==> config.mk <==
export PLATFORM = sky130hd
export DESIGN_NAME = dec_case
export DESIGN_NICKNAME = d
export VERILOG_FILES = /design/src/rtl/dec_case.sv
export SDC_FILE = /design/constraint.sdc
export NUM_CORES = 1
export LEC_CHECK = 0
export BUFFER_PORTS_ARGS = -buffer_cell sky130_fd_sc_hd__buf_2
export CORE_AREA = 2 2 39 41
export DETAILED_ROUTE_END_ITERATION = 16
export DIE_AREA = 0 0 41 43
export SLEW_MARGIN = 20
export SYNTH_ARGS = -nofsm -noshare
export SYNTH_HDL_FRONTEND = slang
export SYNTH_SLANG_ARGS = --single-unit
==> constraint.sdc <==
create_clock -name clk -period 1.23 [get_ports clk]
set_clock_uncertainty 0.05 [all_clocks]
set_input_delay 0.246 -clock clk [delete_from_list [all_inputs] [get_ports clk]]
set_output_delay 0.246 -clock clk [all_outputs]
set_load 0.05 [all_outputs]
==> src/rtl/dec_case.sv <==
// dec_case: 3-to-8 one-hot decoder written as a full case statement.
//   D   - combinational decode of X, independent of clk and rst_n.
//   D_Q - D registered on the rising edge of clk.
//   CHG - one-cycle pulse when the registered select code changes.
// Optional feature, macro DEC_HIST_EN: adds output HIT, a sticky OR of
// every decode captured since reset.
module dec_case #(
  parameter int N_SEL = 3,
  parameter int N_OUT = 8
) (
  input  logic             clk,
  input  logic             rst_n,
  input  logic [N_SEL-1:0] X,
  output logic [N_OUT-1:0] D,
`ifdef DEC_HIST_EN
  output logic [N_OUT-1:0] HIT,
`endif
  output logic [N_OUT-1:0] D_Q,
  output logic             CHG
);

  // The case table below is written for exactly 3 select bits and 8 outputs.
  generate
    if (N_SEL != 3) begin : g_bad_sel
      $error("dec_case: N_SEL must be 3");
    end
    if (N_OUT != (1 << N_SEL)) begin : g_bad_out
      $error("dec_case: N_OUT must equal 2**N_SEL");
    end
  endgenerate

  logic [N_SEL-1:0] x_prev;
  logic             init;

  // Decode X to one-hot; unknown select bits fall through to all-zero.
  always_comb begin
    // NOTE: the default branch assigns D on every path, so no latch is inferred.
    unique case (X)
      3'b000:  D = 8'b0000_0001;
      3'b001:  D = 8'b0000_0010;
      3'b010:  D = 8'b0000_0100;
      3'b011:  D = 8'b0000_1000;
      3'b100:  D = 8'b0001_0000;
      3'b101:  D = 8'b0010_0000;
      3'b110:  D = 8'b0100_0000;
      3'b111:  D = 8'b1000_0000;
      default: D = 8'b0000_0000;
    endcase
  end

  // Register the decode and track the previous code to produce the change strobe.
  always_ff @(posedge clk or negedge rst_n) begin
    if (!rst_n) begin
      D_Q    <= '0;
      CHG    <= 1'b0;
      x_prev <= '0;
      init   <= 1'b0;
    end else begin
      // NOTE: non-blocking assignments let CHG compare against the old x_prev
      // and the old init, so the first edge after reset never pulses.
      D_Q    <= D;
      x_prev <= X;
      CHG    <= (X != x_prev) && init;
      init   <= 1'b1;
    end
  end

`ifdef DEC_HIST_EN
  // Sticky record of every code decoded since reset; saturates at all-ones.
  always_ff @(posedge clk or negedge rst_n) begin
    if (!rst_n) begin
      HIT <= '0;
    end else begin
      HIT <= HIT | D;
    end
  end
`endif

endmodule

==> impl_metrics.toml <==
[worst_setup_path]
cp-end-kind = "output pin"
crit_slowest_cell = "clkbuf_4"
critPathLaunchType = "input pin"
worstPathRequired_ps = 930
cpPeakStageDelay_ps = 230
cp_cell_sequence = "buf_2 > and3_1 > clkbuf_4"
worstReg2RegStart = "x_prev[1]"
worstSetupPathType = "in -> out"
cp.arrival_ps = 890
reg2reg_to = "CHG"
rr_worst_depth = 2
r2r_slack_ps = 270
cp_max_fo = 9

[drt]
avgRoutedWirePerCell_um = 10.8
num_vias = 311
routed_via_density = 4.26
dr.pass1.iters = 1
drc_errors = 0
wl_um = 791
ant_nets = 0
drt_iter0_markers = 0

[global_route]
antenna_found_initial = 0
grt_usage_pct = 11.1
grt_max_degree = 14
grt_overflow = 0
grt_pass1_vias = 295
grt_pass1_wl_um = 1270

[timing]
setup_viol = 0
clock.fmax_mhz = 845
rsz0062_at_grt = "no"
hold_viol = 0
drv_slew = 0
worst_slack_ps = 45.9
fin_crit_ps = 1180
period_share_pct = 96.3

[logic_synthesis]
async_flop_share_pct = 100
synth.largest_area_cell = "dfrtp_1"
synth_nets = 35
yosys-top-cells-area = "dfrtp_1 (73%), xor2_1 (5.9%), nor3b_1 (5.0%)"
synthesis.area_um2 = 448
yosysWarnings = 0
syn_inst = 30
yosysMostFrequentCell = "dfrtp_1"
yosys-top-cells-count = "dfrtp_1 (13), nor3b_1 (3), xor2_1 (3)"
ys_seq_elements = 13
yosys.area.top_type_share_pct = 72.6
synth_edf_count = 0
synth.distinct_cells = 14
ys_seq_area_share_pct = 72.6
synth-main-ff-cell = "dfrtp_1"
syn_avg_cell_area_um2 = 14.9

[floorplan]
die_x_um = 41
initial_core_util_pct = 32.4
pin_count = 22
die_h_um = 43
rows = 14
coreArea_um2 = 1380
die-area_um2 = 1760

[min_path]
whs_path_depth = 2
holdCritStartpoint = "X[0]"
hold_end = "D_Q[6]"
hp-class = "in -> reg"

[cts]
numCtsBuffers = 3
cts_tree = "yes"
path_clk_slew_ps = 70
clock-sinks = 13
cts-root-buf = "clkbuf_4"
worstSkewPairLatency_ps = 260
cts_setup_buffers = 0
htreeDepth = 1
cts_buffer_depth = 2

[power]
leakage_nw = 0.370
ir_drop_mv = 0.674
total_power_mw = 0.879
power_density_nw_per_um2 = 1290

[final_layout]
num_antenna_cells = 0
drive_gt1_share_pct = 59.6
finalNetCount = 63
nFillCells = 123
area_growth_pct = 52.5
final_cells = 73

[placed_design]
place.gp.congestion = 0.654
hpwl_um = 627
dp.cells = 68
portBuffers = 21
dp_slack_ps = -36.2

[run_status]
outcome = "finished, final reports clean"

[flow_run]
maxCapViolations = 0
==> worst max-delay path: cells and delay by family <==
family / cells / cell delay (ps)
and+or+nand+nor: 1 / 200
buffers and inverters: 2 / 430
==> worst max-delay path by stage <==
stage,to,from
global route,D[7],X[2]
floorplan,D[2],X[0]
CTS,D[7],X[0]
detailed placement,D[1],X[0]
finish,D[7],X[2]
global placement,D[1],X[0]
==> metal layers <==
layer	vias up	GRT usage (%)	wire, um
li1	150	-	-
met1	148	13.0	302
met2	13	15.9	412
met3	0	3.66	76
met4	0	8.00	0
met5	-	0	0
==> state kept, by name, indices dropped and copies added (netlist names) <==
register	count
CHG	1
x_prev	3
D_Q	8
init	1
==> through the flow <==
stage	hold slack, ps	utilization [%]	TNS, ps	instance area, um^2
2_1_floorplan	-99.6	-	-806	479
5_1_grt	222	49.4	0	683
6_report	222	49.4	0	683
4_1_cts	229	47.3	0	654
3_5_place_dp	89.2	43.9	-61.0	608
3_3_place_gp	90.1	43.9	-43.2	608
==> where the power goes <==
| part | internal (mW) | total (mW) | switching [mW] |
|---|---|---|---|
| logic | 0.0555 | 0.185 | 0.130 |
| clock network | 0.125 | 0.243 | 0.118 |
| registers | 0.446 | 0.451 | 0.00512 |
==> cells in the final DEF (no fill, tap or decap) <==
cell	count
nor2_2	1
nand2_1	1
buf_4	9
nor3b_2	1
xor2_1	3
nor3_2	1
and3_1	1
clkbuf_4	6
buf_2	11
and3b_1	1
dlygate4sd3_1	1
clkbuf_1	1
nor3b_4	2
conb_1	1
buf_6	2
o31a_1	1
dfrtp_1	13
and3b_2	1
==> kinds of logic (layout without fill, tap and decap cells) <==
| kind of cell | count (synthesis) | in the layout | synth area share (%) |
|---|---|---|---|
| flops | 13 | 13 | 72.6 |
| simple gates | 9 | 9 | 13.4 |
| buf+inv | 3 | 30 | 5.31 |
| compound gates | 1 | 1 | 1.96 |
| other cells | 1 | 1 | 0.837 |
| xor+xnor | 3 | 3 | 5.87 |
==> layout make-up <==
cell class / count / area (um^2) / share of cell area [%]
clock buffer: 4 / 26.3 / 3.85
tap: 16 / 20.0 / 2.93
multi-input combinational: 14 / 134 / 19.6
timing repair buffer: 26 / 178 / 26.0
sequential: 13 / 325 / 47.6
==> what timing repair did <==
item,4_1_cts,5_1_grt
setup endpoints to repair,4,6
gates resized for setup,4,12
hold buffers,1,0
hold endpoints to repair,13,0
Note: power is estimated with default switching activity, not from simulation.
